$ cat src/rtl/snake_pkg.sv
// Shared types and helpers for the snake game direction path.
// Contents:
//   dir_t     : one-hot direction code, R=10000 D=01000 L=00100 U=00010 STOP=00001
//   btn_e     : index of each raw button in the per-player press vector
//   opposite(): 180-degree reversal of a direction, also used by movement/collision
//   btn_dir() : direction a given button requests
package snake_pkg;

    typedef logic [4:0] dir_t;

    localparam dir_t DIR_R    = 5'b10000;
    localparam dir_t DIR_D    = 5'b01000;
    localparam dir_t DIR_L    = 5'b00100;
    localparam dir_t DIR_U    = 5'b00010;
    localparam dir_t DIR_STOP = 5'b00001;

    typedef enum logic [1:0] {
        BTN_U = 2'd0,
        BTN_L = 2'd1,
        BTN_D = 2'd2,
        BTN_R = 2'd3
    } btn_e;

    localparam int unsigned NUM_BTN = 4;
    localparam int unsigned QMAX    = 4;

    // STOP has no opposite; returning STOP keeps it from ever matching a real turn.
    function automatic dir_t opposite(input dir_t d);
        dir_t o;
        case (d)
            DIR_R:   o = DIR_L;
            DIR_L:   o = DIR_R;
            DIR_U:   o = DIR_D;
            DIR_D:   o = DIR_U;
            default: o = DIR_STOP;
        endcase
        return o;
    endfunction

    function automatic dir_t btn_dir(input btn_e b);
        dir_t o;
        case (b)
            BTN_U:   o = DIR_U;
            BTN_L:   o = DIR_L;
            BTN_D:   o = DIR_D;
            default: o = DIR_R;
        endcase
        return o;
    endfunction

endpackage

$ cat src/rtl/snake_btn_cond.sv
// Conditions one raw direction button into a single-cycle press pulse.
// Ports:
//   clk   in  system clock
//   rst   in  asynchronous active-high reset
//   pin   in  raw button, asynchronous to clk
//   press out one-cycle pulse per press, registered
// Build option SNAKE_DIR_DEBOUNCE_EN: the synchronized level must stay high for
// DEB_CYCLES consecutive clocks before it counts as pressed (latency 3+DEB_CYCLES);
// otherwise the latency is 3 clocks.
module snake_btn_cond
`ifdef SNAKE_DIR_DEBOUNCE_EN
#(
    parameter int unsigned DEB_CYCLES = 50000
)
`endif
(
    input  logic clk,
    input  logic rst,
    input  logic pin,
    output logic press
);

    logic       s1;
    logic       s2;
    logic       prev;
    logic       armed;
    logic [1:0] warm;
    logic       lvl;

`ifdef SNAKE_DIR_DEBOUNCE_EN
    localparam int unsigned CW = $clog2(DEB_CYCLES + 1);
    logic [CW-1:0] cnt;

    assign lvl = (cnt == CW'(DEB_CYCLES));

    always_ff @(posedge clk or posedge rst) begin
        if (rst) begin
            cnt <= '0;
        end else if (!s2) begin
            cnt <= '0;
        end else if (!lvl) begin
            cnt <= cnt + 1'b1;
        end
    end
`else
    assign lvl = s2;
`endif

    // A button held through reset must not fire on reset release: the edge
    // detector only arms once the synchronized pin has been seen low after the
    // synchronizer has filled with real samples.
    always_ff @(posedge clk or posedge rst) begin
        if (rst) begin
            s1    <= 1'b0;
            s2    <= 1'b0;
            prev  <= 1'b0;
            armed <= 1'b0;
            warm  <= '0;
            press <= 1'b0;
        end else begin
            s1    <= pin;
            s2    <= s1;
            warm  <= {warm[0], 1'b1};
            if (warm[1] && !s2) begin
                armed <= 1'b1;
            end
            prev  <= lvl;
            press <= armed && lvl && !prev;
        end
    end

endmodule

$ cat src/rtl/snake_dir_ctrl.sv
// Per-player direction controller: conditions the four direction buttons,
// rejects repeat and reversal turns, queues legal turns, and commits one
// queued turn per game-step tick.
// Ports:
//   clk      in  system clock
//   rst      in  asynchronous active-high reset
//   U,D,R,L  in  raw direction buttons
//   tick     in  one-cycle game-step strobe
//   dir2     out committed one-hot direction (STOP after reset)
//   dir_upd  out one-cycle pulse alongside each new dir2
//   q_cnt    out turns currently queued
//   q_ovf    out sticky: a legal turn was dropped on a full queue
// Parameters: QDEPTH (1..4), DEB_CYCLES (debounce build only).
// Build option SNAKE_DIR_DEBOUNCE_EN enables the per-button debounce counters.
module snake_dir_ctrl
    import snake_pkg::*;
#(
    parameter int unsigned QDEPTH     = 2,
    parameter int unsigned DEB_CYCLES = 50000
)
(
    input  logic       clk,
    input  logic       rst,
    input  logic       U,
    input  logic       D,
    input  logic       R,
    input  logic       L,
    input  logic       tick,
    output dir_t       dir2,
    output logic       dir_upd,
    output logic [2:0] q_cnt,
    output logic       q_ovf
);

    if (QDEPTH < 1 || QDEPTH > QMAX) begin : g_bad_qdepth
        $error("snake_dir_ctrl: QDEPTH must be 1..4");
    end
    if (DEB_CYCLES < 1) begin : g_bad_deb
        $error("snake_dir_ctrl: DEB_CYCLES must be at least 1");
    end

    logic [NUM_BTN-1:0] pin;
    logic [NUM_BTN-1:0] press;

    assign pin[BTN_U] = U;
    assign pin[BTN_L] = L;
    assign pin[BTN_D] = D;
    assign pin[BTN_R] = R;

    for (genvar i = 0; i < NUM_BTN; i++) begin : g_btn
`ifdef SNAKE_DIR_DEBOUNCE_EN
        snake_btn_cond #(
            .DEB_CYCLES (DEB_CYCLES)
        ) u_cond (
            .clk   (clk),
            .rst   (rst),
            .pin   (pin[i]),
            .press (press[i])
        );
`else
        snake_btn_cond u_cond (
            .clk   (clk),
            .rst   (rst),
            .pin   (pin[i]),
            .press (press[i])
        );
`endif
    end

    // Queue storage is sized for the largest legal depth so the 2-bit
    // pointers index it exactly; only the first QDEPTH slots are used.
    dir_t       q [QMAX];
    logic [1:0] head;
    logic [1:0] tail;
    logic [1:0] last;

    dir_t ev;
    logic ev_vld;
    dir_t ref_dir;
    logic legal;
    logic pop;
    logic push;
    logic drop;

    function automatic logic [1:0] ptr_inc(input logic [1:0] p);
        return (p == 2'(QDEPTH - 1)) ? 2'd0 : p + 2'd1;
    endfunction

    // Same-cycle presses: U > L > D > R, the rest are discarded.
    always_comb begin
        ev     = DIR_STOP;
        ev_vld = 1'b0;
        if (press[BTN_U]) begin
            ev     = btn_dir(BTN_U);
            ev_vld = 1'b1;
        end else if (press[BTN_L]) begin
            ev     = btn_dir(BTN_L);
            ev_vld = 1'b1;
        end else if (press[BTN_D]) begin
            ev     = btn_dir(BTN_D);
            ev_vld = 1'b1;
        end else if (press[BTN_R]) begin
            ev     = btn_dir(BTN_R);
            ev_vld = 1'b1;
        end
    end

    always_comb begin
        last    = (tail == 2'd0) ? 2'(QDEPTH - 1) : tail - 2'd1;
        ref_dir = (q_cnt != 3'd0) ? q[last] : dir2;
        legal   = ev_vld && (ev != ref_dir) && (ev != opposite(ref_dir));
        pop     = tick && (q_cnt != 3'd0);
        // When full, the slot being popped this cycle is the one written.
        push    = legal && ((q_cnt < 3'(QDEPTH)) || pop);
        drop    = legal && !push;
    end

    always_ff @(posedge clk or posedge rst) begin
        if (rst) begin
            for (int unsigned i = 0; i < QMAX; i++) begin
                q[i] <= '0;
            end
            head    <= '0;
            tail    <= '0;
            q_cnt   <= '0;
            q_ovf   <= 1'b0;
            dir2    <= DIR_STOP;
            dir_upd <= 1'b0;
        end else begin
            dir_upd <= pop;
            if (pop) begin
                dir2 <= q[head];
                head <= ptr_inc(head);
            end
            if (push) begin
                q[tail] <= ev;
                tail    <= ptr_inc(tail);
            end
            if (drop) begin
                q_ovf <= 1'b1;
            end
            q_cnt <= q_cnt + {2'b00, push} - {2'b00, pop};
        end
    end

endmodule

$ cat config.mk
export PLATFORM = sky130hd
export DESIGN_NAME = snake_dir_ctrl
export DESIGN_NICKNAME = d
export VERILOG_FILES = /design/src/rtl/snake_pkg.sv /design/src/rtl/snake_btn_cond.sv /design/src/rtl/snake_dir_ctrl.sv
export SDC_FILE = /design/constraint.sdc
export NUM_CORES = 1
export LEC_CHECK = 0
export CORE_UTILIZATION = 30
export DETAILED_ROUTE_END_ITERATION = 16
export DONT_BUFFER_PORTS = 1
export GPL_TIMING_DRIVEN = 0
export PLACE_DENSITY = 0.49
export SYNTH_ARGS = -nofsm -noshare
export SYNTH_HDL_FRONTEND = slang
export SYNTH_SLANG_ARGS = --single-unit
$ cat constraint.sdc
create_clock -name clk -period 5.3 [get_ports clk]
set_input_delay 0.795 -clock clk [delete_from_list [all_inputs] [get_ports clk]]
set_output_delay 0.795 -clock clk [all_outputs]
set_load 0.02 [all_outputs]
**After elaboration in Yosys (flattened, before gate mapping)**

Cells that the tools add are included.

- Magnitude comparators: 5
- Bitwise operators: 3
- Equal/unequal tests: 8
- Mux-type cells: 22
- Reductions and logical operators: 30
- Add/sub/neg operators: 5

Operators with widths:

| kind | count |
|---|---|
| two-way mux 5 bit | 10 |
| binary-select mux 5 bit (select 2 bit) | 2 |
| bitwise mux 20 bit | 1 |
| one-hot mux 5 bit (4 select lines) | 1 |
| logical AND 1 bit | 18 |
| demux 5 bit (select 2 bit) | 1 |
| inequality test 5 bit | 2 |
| >= comparator 3 bit (second input constant) | 3 |
| logical NOT 1 bit | 9 |
| NOT 2 -> 3 bit | 3 |
| two-way mux 2 bit | 3 |
| equality test 5 x 2 -> 1 bit (second input constant) | 1 |
| equality test 5 x 3 -> 1 bit (second input constant) | 1 |
| equality test 5 x 4 -> 1 bit (second input constant) | 1 |
| equality test 5 bit (second input constant) | 1 |
| adder 2 x 1 -> 2 bit (second input constant) | 2 |
| equality test 2 x 1 -> 1 bit (second input constant) | 2 |
| two-way mux 1 bit | 4 |
| adder 3 x 1 -> 3 bit | 1 |
| < comparator 3 x 1 -> 1 bit (second input constant) | 1 |
| < comparator 3 x 2 -> 1 bit (second input constant) | 1 |
| nonzero test 3 bit | 1 |
| subtractor 3 x 1 -> 3 bit | 1 |
| logical NOT 2 bit | 1 |
| other kinds (2) | 2 |

- Register bits: 62
- Output and inout bits: 10
- Input port bits: 7
- Logic and storage cells: 107

**Longest topological paths before layout**

Gate-level depths: netlist of run 1.

- Depth after elaboration: 14
- Mapped depth: 14
- Gate-level depth less buffers: 13

**By module**

Synthesis of run 1 repeated with hierarchy kept, for this count alone.

- Cells, all modules: 221
- Area total of the unflattened synthesis: 2760.1 um^2

By module, submodules not included:

| module | area each (um^2) | times used | sequential area each (um^2) | cells each |
|---|---|---|---|---|
| snake_dir_ctrl | 1954.4 | 1 | 852.1 | 169 |
| snake_btn_cond | 201.4 | 4 | 175.2 | 13 |

**Worst setup path after synthesis of run 1**

No wires, ideal clock.

- Kind: register to register
- From: register q_cnt[1]
- To: register q_cnt[2]
- Cell stages (with the launch flop): 15
- Slack: 2.112 ns
- Arrival: 3.066 ns
- Buffers on the path: 1
- Period minus slack after synthesis: 3.188 ns
- Path through: dfrtp_1 -> nor3_4 -> buf_4 -> a211oi_2 -> a21o_2 -> nor4b_2 -> o21ai_1 -> a211o_4 -> nand4_2 -> ha_1 -> inv_1 -> ha_1 -> inv_1 -> fa_1 -> xor2_1

- Word-level cells in the longest chain between the ends: 9
- Elaborated cells between the ends (all ways): 17
- Classes of those cells: add/sub (2); order compare (1); eq/ne (6); mux (2); reduce/logical (6)

Ends and longest elaborated chain:

| what | RTL line | RTL |
|---|---|---|
| start, declared | snake_dir_ctrl.sv:31 | `output logic [2:0] q_cnt,` |
| start signal, assigned | snake_dir_ctrl.sv:142 | `q_cnt <= q_cnt + {2'b00, push} - {2'b00, pop};` |
| nonzero test 3 bit | snake_dir_ctrl.sv:110, snake_dir_ctrl.sv:112 |  |
| two-way mux 5 bit | snake_dir_ctrl.sv:110 | `ref_dir = (q_cnt != 3'd0) ? q[last] : dir2;` |
| equality test 5 x 4 -> 1 bit (tied with other cells) | snake_pkg.sv:30 | `case (d)` |
| one-hot mux 5 bit (4 select lines) | snake_pkg.sv:30 |  |
| inequality test 5 bit | snake_dir_ctrl.sv:111 | `legal = ev_vld && (ev != ref_dir) && (ev != opposite(ref_dir));` |
| logical AND 1 bit | snake_dir_ctrl.sv:111 |  |
| logical AND 1 bit | snake_dir_ctrl.sv:114 | `push = legal && ((q_cnt < 3'(QDEPTH)) \|\| pop);` |
| adder 3 x 1 -> 3 bit | snake_dir_ctrl.sv:142 |  |
| subtractor 3 x 1 -> 3 bit * | snake_dir_ctrl.sv:142 |  |

Every way passes the cells marked *; elsewhere a longest branch is shown, timed or not.
A chain may end at the register's enable or synchronous reset.

**Worst setup path after layout of run 1**

Same ends and word-level chain as after synthesis.

==> reports/results.txt, run 1 <==
Worst Tran Pin Value = 0.6446 ns
Critical Path RT = 5.51 ns
r2r startpoint = q_cnt[1]
Die H = 94.98 µm
WL/cell = 15.79 µm
sw frac = 0.4122
I/O Buffers = 0
setup tns final = 0 ns
initial cell density of the core = 0.3125
row count = 33
DR vias/cell = 4.770
GRT Residual Overflow = 0
Crit-path slowest cell = dfrtp_1
fin. max-slew vios = 0
GRT Total Usage = 0.1251
dpl ws = 1.798 ns
NumNets Final = 218
RSZ-0062 raised after global routing = false
leak pwr = 1.256 nW
minimum clock period = 3.512 ns
I/O pin cnt = 17
Routed Wire Length = 4.941 mm
drt drc = 0
CTS Buf Count = 5
Final Hold Fails = 0
number of fill cells = 797
power share of the clock group = 0.172
TritonCTS clock tree = done
#FFs+latches synth = 56
synthesized area per cell = 13.03 µm²
fin worst setup slack = 1.788 ns
pwr/cell area = 503.4 nW/µm²
Layout area overhead = 9.503%
Finish-stage setup viols = 0
TritonRoute pass-1 iters = 4
delay-heaviest family, CP = compound AO/OA/AOI/OAI gates
Netlist cell types = 49
Critical Path AT = 3.72 ns
CTS resizes = 0
fmax = 0.2847 GHz
hpwl dp = 3.491 mm
EDFF count, synth = 0
die area = 9021 µm²
initial antenna violation count = 0
Max IR drop VDD = 142.0 µV
slew margin rel. = 0.5669
crit-path cells = nor3_4 > buf_4 > a211oi_2 > a21o_2 > nor4b_2 > o21ai_1 > a211o_4 > nand4_2 > ha_1 > inv_1 > ha_1 > inv_1 > fa_1 > xor2_1
Pint = 0.0008405 W
Hold Crit Start = g_btn[0].u_cond.s1
crit start category = flop
Yosys warnings = 0
hold_buf cts = 0
Worst-path clk slew = 0.11 ns
hold crit path type = reg2reg
Worst setup EP type = flop
largest net degree at the start of global routing = 32
sequential cell area fraction in the yosys report = 0.5408
clk_lat worst skew = 0.31 ns
critical path class = reg2reg
worst hold slack = 0.3583 ns
period utilization = 0.6627
vias in the first global route = 1556
Comb pwr share = 0.417
first-pass GRT wire length = 8.335 mm
core area = 8299 µm²
1st-iter DRT viols = 52
register share of total power = 0.411
crit path from = q_cnt[1]
# diodes = 0
max_cap viols = 0
Most used DFF post-synth = dfrtp_1
Root Buffer Master = clkbuf_8
Syn Inst Count = 199
Post-Syn Area = 2594 µm²
# H-tree levels = 2
post-route ant nets = 0
Pwr Total = 0.001430 W
worst path bufs/invs = 3
share of cells above drive strength 1 = 0.1875
placed insts = 305
asr flop ratio synth = 1.000
vias = 1493
Post-Syn Nets = 210
final non-filler cell total = 313
Setup Skew = 0.005108 ns
TritonCTS Sinks = 56
clk buf depth = 2
outcome = finished clean
Horiz. Die Dim = 94.98 µm
routability cong. = 0.7367
switching pwr = 0.0005894 W
post-CTS setup buffers = 0
Slowest Stage Delay on Critical Path = 0.52 ns
CP max FO = 10
==> cells in the mapped netlist, types with 2 or more instances <==
cell       number  area (µm²)
nand4_4         4       85.08
ha_1            3       37.54
nand2b_1        2       12.51
nor2_1         13       48.80
dfrtp_1        55        1376
a211oi_1        3       22.52
nand2_1        22       82.58
mux2_1         16       180.2
inv_1          12       45.04
buf_2           2       10.01
xnor2_1         4       35.03
buf_4           2       15.01
nor3_1          3       15.01
and3_1          4       25.02
mux4_2          5       112.6
a2111oi_2       2       30.03
a21o_2          2       17.52
a211oi_2        2       25.02
and2_1          5       31.28
a21o_1          5       37.54
mux2i_1         5       50.05
==> cells by family (layout without fill, tap and decap cells) <==
group | count (synthesis) | in the layout | share of synthesized area
compound gates | 27 | 27 | 0.1085
xor+xnor | 5 | 5 | 0.01688
fa+ha+maj | 4 | 4 | 0.02219
buf+inv | 20 | 29 | 0.03569
flops | 56 | 56 | 0.5408
mux | 26 | 26 | 0.1322
other cells | 1 | 1 | 0.001446
simple gates | 60 | 60 | 0.1423
==> power groups by stage <==
stage          clock network (W)  registers [W]  logic [W]
2_1_floorplan                  0       0.000579   0.000500
3_3_place_gp                   0       0.000598   0.000596
3_5_place_dp                   0       0.000598   0.000603
4_1_cts                 0.000260       0.000589   0.000606
5_1_grt                 0.000276       0.000599   0.000663
6_report                0.000246       0.000587   0.000596
==> routing by layer <==
metal,global-route usage,vias to the layer above,share of wire
met5,0,-,0
met4,0.03914,0,0.010
met3,0.03462,5,0.034
met2,0.1835,23,0.46
met1,0.1781,755,0.50
li1,-,710,-
==> placed cells by master (no fill, tap or decap), types with 2 or more instances in the layout <==
master / n
ha_1: 3
buf_2: 2
nor3_1: 3
clkbuf_8: 5
nand4_4: 4
nand2b_1: 2
nand2_1: 22
buf_4: 2
inv_6: 2
a211oi_2: 2
mux4_2: 5
and3_1: 4
a21o_2: 2
xnor2_1: 4
nor2_1: 13
mux2i_1: 5
and2_1: 5
a21o_1: 5
inv_1: 11
dfrtp_1: 55
a211oi_1: 3
mux2_1: 16
a2111oi_2: 2
==> stage by stage <==
step                instance area [µm²]  utilization
CTS                                2840       0.3422
global route                       2840       0.3422
detailed placement                 2745       0.3308
finish                             2840       0.3422
floorplan                          2594            -
global placement                   2725       0.3284
==> flip-flops by register name, summed over array words and instances, names as in the netlist <==
register,count
g_btn.u_cond.armed,4
g_btn.u_cond.prev,4
q,20
dir_upd,1
head,2
g_btn.u_cond.s1,4
tail,2
g_btn.u_cond.press,4
dir2,5
q_ovf,1
q_cnt,3
g_btn.u_cond.warm,2
g_btn.u_cond.lvl,4
==> worst paths after layout <==
| kind | to | slack [ns] | cells after the start |
|---|---|---|---|
| worst max-delay path | q_cnt[2] | 1.79 | 14 |
| worst min-delay path | g_btn[0].u_cond.lvl | 0.36 | 0 |
| worst max register to register | q_cnt[2] | 1.79 | 14 |
| worst min register to register | g_btn[0].u_cond.lvl | 0.36 | 0 |
| max in group asynchronous | g_btn[2].u_cond.press | 4.31 | 2 |
| min in group asynchronous | q[1] | 0.42 | 1 |
==> cell type report <==
class | count | area (µm²) | share of cell area
Buffer | 7 | 43.79 | 0.01542
Sequential cell | 56 | 1403 | 0.4938
Clock buffer | 5 | 68.82 | 0.02423
Tap cell | 105 | 131.4 | 0.04626
Timing Repair Buffer | 1 | 20.02 | 0.007048
Clock inverter | 3 | 26.28 | 0.009251
Inverter | 13 | 48.80 | 0.01718
Multi-Input combinational cell | 123 | 1099 | 0.3868
==> worst reg2reg max path: stages, from the launching register on <==
cell and delay [ns]:
dfrtp_1 0.52, nor3_4 0.35, buf_4 0.26, a211oi_2 0.07
a21o_2 0.24, nor4b_2 0.29, o21ai_1 0.12, a211o_4 0.41
nand4_2 0.15, ha_1 0.24, inv_1 0.05, ha_1 0.12
inv_1 0.05, fa_1 0.37, xor2_1 0.17
No activity file was read; power rests on OpenSTA's default activity.
==> run 2: changes to the inputs <==
Clock period 5.3 ns to 3.6 ns, I/O delays scaled along.
==> run 2 against run 1 <==
Compared with the run above:
- critical path depth unchanged
- highest routed layer unchanged
- clock-buffer cell count unchanged
- power up 48%
- cell area up 0.26%
- critical path type unchanged
- largest cell class unchanged
==> reports/results.txt, run 2 (synthesized netlist as in run 1, its figures left out) <==
max_cap viols = 0 (unchanged)
critical path class = reg2reg
GRT Total Usage = 0.1251 (unchanged)
TritonCTS clock tree = done
post-route ant nets = 0 (unchanged)
r2r endpoint = q_cnt[2]
CP max FO = 10 (unchanged)
TritonRoute pass-1 iters = 4 (unchanged)
Finish-stage setup viols = 0 (unchanged)
Critical Path RT = 3.81 ns (-1.70 ns)
Final Hold Fails = 0 (unchanged)
GRT Residual Overflow = 0 (unchanged)
routability cong. = 0.7367 (unchanged)
Worst-path clk slew = 0.10 ns (about the same)
final instance area = 2848 µm² (+0.26%)
Root Buffer Master = clkbuf_8
initial cell density of the core = 0.3125 (unchanged)
CTS resizes = 0 (unchanged)
Setup Skew = 0.003864 ns (-0.001245 ns)
r2r setup slk = 0.23 ns (-1.55 ns)
placed inst area = 2745 µm² (unchanged)
largest net degree at the start of global routing = 32 (unchanged)
post-layout util = 0.3431 (+0.0009050)
CTS Buf Count = 5 (unchanged)
Routed Wire Length = 4.954 mm (+0.26%)
I/O Buffers = 0 (unchanged)
# H-tree levels = 2 (unchanged)
1st-iter DRT viols = 77 (+48%)
RSZ-0062 raised after global routing = false
Max IR drop VDD = 208.1 µV (+47%)
most frequent cells in the layout = dfrtp_1 (55), nand2_1 (22), mux2_1 (16), nor2_1 (13), inv_1 (11)
row count = 33 (unchanged)
# diodes = 0 (unchanged)
clk buf depth = 2 (unchanged)
I/O pin cnt = 17 (unchanged)
Worst setup EP type = flop
Die H = 94.98 µm (unchanged)
Worst Tran Pin Value = 0.6505 ns (+0.005912 ns)
Layout area overhead = 9.793%
number of fill cells = 797 (unchanged)
vias in the first global route = 1556 (unchanged)
TritonCTS Sinks = 56 (unchanged)
period utilization = 0.9347 (+0.2721)
setup tns final = 0 ns (unchanged)
post-CTS setup buffers = 0 (unchanged)
crit start category = flop
minimum clock period = 3.365 ns (-0.1472 ns)
die area = 9021 µm² (unchanged)
initial antenna violation count = 0 (unchanged)
slew margin rel. = 0.5630 (-0.003971)
biggest regs = q x20, dir2 x5
Biggest register = q
crit path from = q_cnt[0]
first-pass GRT wire length = 8.335 mm (unchanged)
WL/cell = 15.78 µm (about the same)
Critical Path AT = 3.57 ns (-0.15 ns)
r2r startpoint = q_cnt[0]
hold crit path type = in2async
drt drc = 0 (unchanged)
share of cells above drive strength 1 = 0.1914 (+0.003888)
fmax = 0.2972 GHz (+4.4%)
leak pwr = 1.262 nW (+0.42%)
NumNets Final = 219 (+0.46%)
commonest non-fill, non-tap cell in the layout = dfrtp_1
outcome = finished clean
number of flip-flops in the largest register = 20 (unchanged)
Horiz. Die Dim = 94.98 µm (unchanged)
vias = 1499 (+0.40%)
DR vias/cell = 4.774 (about the same)
fin. max-slew vios = 0 (unchanged)
core area = 8299 µm² (unchanged)
Reg2Reg Depth = 14 (unchanged)
clk_lat worst skew = 0.31 ns (about the same)
hold_buf cts = 0 (unchanged)
pwr/cell area = 741.0 nW/µm² (+47%)
hpwl dp = 3.491 mm (unchanged)
==> run 2: cell types whose count changed in the layout (fill, tap and decap cells not counted) <==
cell / previous run / this run
buf_4: 2 / 3
==> run 2: final cells by class <==
cell class / instances / area [µm²] / area share
sequential: 56 / 1403 / 0.4925
tap: 105 / 131.4 / 0.04613
clock inverter: 3 / 26.28 / 0.009227
inverter: 13 / 48.80 / 0.01714
timing repair buffer: 2 / 27.53 / 0.009666
multi-input combinational: 123 / 1099 / 0.3858
buffer: 7 / 43.79 / 0.01538
clock buffer: 5 / 68.82 / 0.02417
==> run 2: where the power goes <==
group / leakage (nW) / internal [W] / switching, W
registers: 0.694 / 0.000725 / 0.000139
logic: 0.518 / 0.000373 / 0.000511
clock network: 0.0491 / 0.000144 / 0.000218
total: 1.26 / 0.00124 / 0.000868
==> run 2: worst max-delay path: stages (launching register included) <==
cell and delay [ns]:
dfrtp_1 0.51, nor3_4 0.25, buf_4 0.23, a211oi_2 0.06
a21o_2 0.24, nor4b_2 0.29, o21ai_1 0.12, a211o_4 0.41
nand4_2 0.14, ha_1 0.24, inv_1 0.05, ha_1 0.12
inv_1 0.05, fa_1 0.37, xor2_1 0.16
==> run 2: through the flow <==
stage          worst slack (ns)  cells  hold slack (ns)  power (W)
4_1_cts                 0.06518    313           0.1839   0.002142
5_1_grt                 0.04529    314           0.2067   0.002271
6_report                 0.2350    314           0.1690   0.002110
3_5_place_dp            0.09819    305           0.3347   0.001768
3_3_place_gp             0.1044    304           0.3317   0.001758
2_1_floorplan            0.4120    199           0.3312   0.001589
==> run 2: worst max-delay path by stage <==
stage / endpoint / slack, ns / cells after the start
2_1_floorplan: q_cnt[2] / 0.41 / 14
3_3_place_gp: q_cnt[2] / 0.10 / 14
3_5_place_dp: q_cnt[2] / 0.1 / 14
4_1_cts: q_cnt[2] / 0.07 / 14
5_1_grt: q_cnt[2] / 0.05 / 14
6_report: q_cnt[2] / 0.23 / 14
==> run 2: routing by layer <==
| metal | routed length (µm) | vias to the layer above | GRT usage |
|---|---|---|---|
| li1 | - | 712 | - |
| met1 | 2403 | 755 | 0.1781 |
| met2 | 2283 | 27 | 0.1835 |
| met3 | 215 | 5 | 0.03462 |
| met4 | 51 | 0 | 0.03914 |
| met5 | 0 | - | 0 |
==> run 3: changes to the inputs <==
Settings changed: CORE_ASPECT_RATIO set to 1.75, PLACE_DENSITY 0.49 to not set, PLACE_DENSITY_LB_ADDON set to 0.05.
==> run 3 against run 2 <==
Compared with the run above:
- global-route usage up 1.1 points
- routed wire length increased by 8.2%
- utilization increased by 0.89 points
- worst setup slack got worse by 0.044 ns
- critical path depth did not move
- clock-buffer cell count stayed put
- via count rose by 2.5%
- sequential share of layout area decreased by 1.3 points
- power is 9.6% higher
- clock skew up 0.0044 ns
==> reports/results.txt, run 3 (synthesized netlist as in run 1, its figures left out) <==
Horiz. Die Dim = 72.29 µm (-24%)
post-route ant nets = 0 (unchanged)
CTS Buf Count = 5 (unchanged)
Max IR drop VDD = 278.2 µV (+34%)
hold_buf cts = 0 (unchanged)
RSZ-0062 raised after global routing = false
GRT Residual Overflow = 0 (unchanged)
TritonCTS Sinks = 56 (unchanged)
Critical Path RT = 3.78 ns (-0.03 ns)
NumNets Final = 218 (-0.46%)
r2r startpoint = q_cnt[2]
biggest regs = q x20, dir2 x5
critical path class = reg2reg
first-pass GRT wire length = 9.163 mm (+9.9%)
area of the multi-input gates = 1099 µm² (unchanged)
commonest non-fill, non-tap cell in the layout = dfrtp_1
Worst setup EP type = flop
Reg2Reg Depth = 14 (unchanged)
slew margin rel. = 0.4704 (-0.09254)
vias = 1537 (+2.5%)
clk_lat worst skew = 0.29 ns (-0.02 ns)
routability cong. = 0.7711 (+4.7%)
DR vias/cell = 4.759 (-0.32%)
GRT Total Usage = 0.1357 (+0.01052)
fmax = 0.2933 GHz (-1.3%)
core area = 8313 µm² (+0.17%)
1st-iter DRT viols = 53 (-31%)
worst setup path end = q_cnt[2]
period utilization = 0.9470 (+0.01228)
Routed Wire Length = 5.362 mm (+8.2%)
worst path bufs/invs = 3 (unchanged)
share of cells above drive strength 1 = 0.1923 (+0.0009201)
TritonRoute pass-1 iters = 4 (unchanged)
final instance area = 2927 µm² (+2.8%)
# H-tree levels = 2 (unchanged)
Crit-path slowest cell = dfrtp_1
outcome = finished clean
setup tns final = 0 ns (unchanged)
Die H = 125.0 µm (+32%)
crit-path cells = nor3_4 > buf_4 > a211oi_2 > a21o_2 > nor4b_2 > o21ai_1 > a211o_4 > nand4_2 > ha_1 > inv_1 > ha_1 > inv_1 > fa_1 > xor2_1
Slowest Stage Delay on Critical Path = 0.49 ns (-0.02 ns)
leak pwr = 1.286 nW (+1.9%)
placed inst area = 2758 µm² (+0.46%)
max_cap viols = 0 (unchanged)
row count = 44 (+33%)
I/O pin cnt = 17 (unchanged)
vias in the first global route = 1681 (+8.0%)
crit path from = q_cnt[2]
die area = 9037 µm² (+0.17%)
# diodes = 0 (unchanged)
worst hold slack = 0.1190 ns (-0.04998 ns)
I/O Buffers = 0 (unchanged)
hold crit path type = in2async
TritonCTS clock tree = done
r2r endpoint = q_cnt[2]
hpwl dp = 4.107 mm (+18%)
Final Hold Fails = 0 (unchanged)
Worst Tran Pin Value = 0.7883 ns (+0.1378 ns)
r2r setup slk = 0.19 ns (-0.04 ns)
delay-heaviest family, CP = compound AO/OA/AOI/OAI gates
initial cell density of the core = 0.3120 (-0.0005174)
largest net degree at the start of global routing = 39 (+22%)
CP max FO = 10 (unchanged)
Root Buffer Master = clkbuf_16
crit start category = flop
WL/cell = 16.60 µm (+5.2%)
Sequential cell area = 1404 µm² (about the same)
most frequent cells in the layout = dfrtp_1 (54), nand2_1 (22), mux2_1 (16), nor2_1 (13), inv_1 (11)
initial antenna violation count = 0 (unchanged)
minimum clock period = 3.409 ns (+0.04421 ns)
Worst-path clk slew = 0.07 ns (-0.03 ns)
number of fill cells = 842 (+5.6%)
fin. max-slew vios = 0 (unchanged)
drt drc = 0 (unchanged)
number of cells on the critical path = 14 (unchanged)
Setup Skew = 0.008305 ns (+0.004441 ns)
Layout area overhead = 12.83%
pwr/cell area = 790.1 nW/µm² (+6.6%)
Finish-stage setup viols = 0 (unchanged)
Critical Path AT = 3.59 ns (+0.02 ns)
clk buf depth = 2 (unchanged)
number of flip-flops in the largest register = 20 (unchanged)
Biggest register = q
## run 3: power breakdown
part / leakage, nW / total (W) / switching, W / internal [W]
logic: 0.513 / 0.000891 / 0.000521 / 0.000370
clock network: 0.0798 / 0.000553 / 0.000226 / 0.000327
registers: 0.693 / 0.000868 / 0.000141 / 0.000727
total: 1.29 / 0.00231 / 0.000887 / 0.00142
## run 3: worst min path at each step
stage,end,slack [ns],cells past startpoint,startpoint
final,q[15],0.12,1,rst
after global routing,q[5],0.14,1,rst
after CTS,q[0],0.13,1,rst
after detailed placement,g_btn[0].u_cond.lvl,0.34,0,g_btn[0].u_cond.s1
after global placement,g_btn[2].u_cond.lvl,0.34,0,g_btn[2].u_cond.s1
after floorplan,g_btn[0].u_cond.lvl,0.33,0,g_btn[0].u_cond.s1
## run 3: cell type report
| class | count | share of cell area |
|---|---|---|
| flip-flops and latches | 56 | 0.4797 |
| multi-input cells | 123 | 0.3754 |
| inverters | 13 | 0.01667 |
| clock inverters | 3 | 0.01454 |
| plain buffers | 7 | 0.01496 |
| repair buffers | 1 | 0.006841 |
| clock buffers | 5 | 0.04275 |
| well taps | 115 | 0.04917 |
## run 3: metal layers
layer  share of wire  GRT usage  up-vias
met5               0          0        -
met4           0.032    0.06459        0
li1                -          -      713
met3           0.032    0.02901       10
met2            0.53     0.2276       37
met1            0.40     0.1616      777
## run 3: per-stage QoR
step                      power (W)  instances  worst slack [ns]    util
after floorplan            0.001589        199            0.4120       -
after global placement     0.001766        314            0.1693  0.3293
after detailed placement   0.001793        315           0.09824  0.3317
after CTS                  0.002351        323           0.09928  0.3519
after global routing       0.002470        323          0.001539  0.3520
final                      0.002312        323            0.1908  0.3520
## run 3: timing repair
action | CTS | global route
buffers inserted | 0 | 0
hold endpoints to repair | 0 | 0
resized for setup | 0 | 1
setup endpoints to repair | 0 | 2
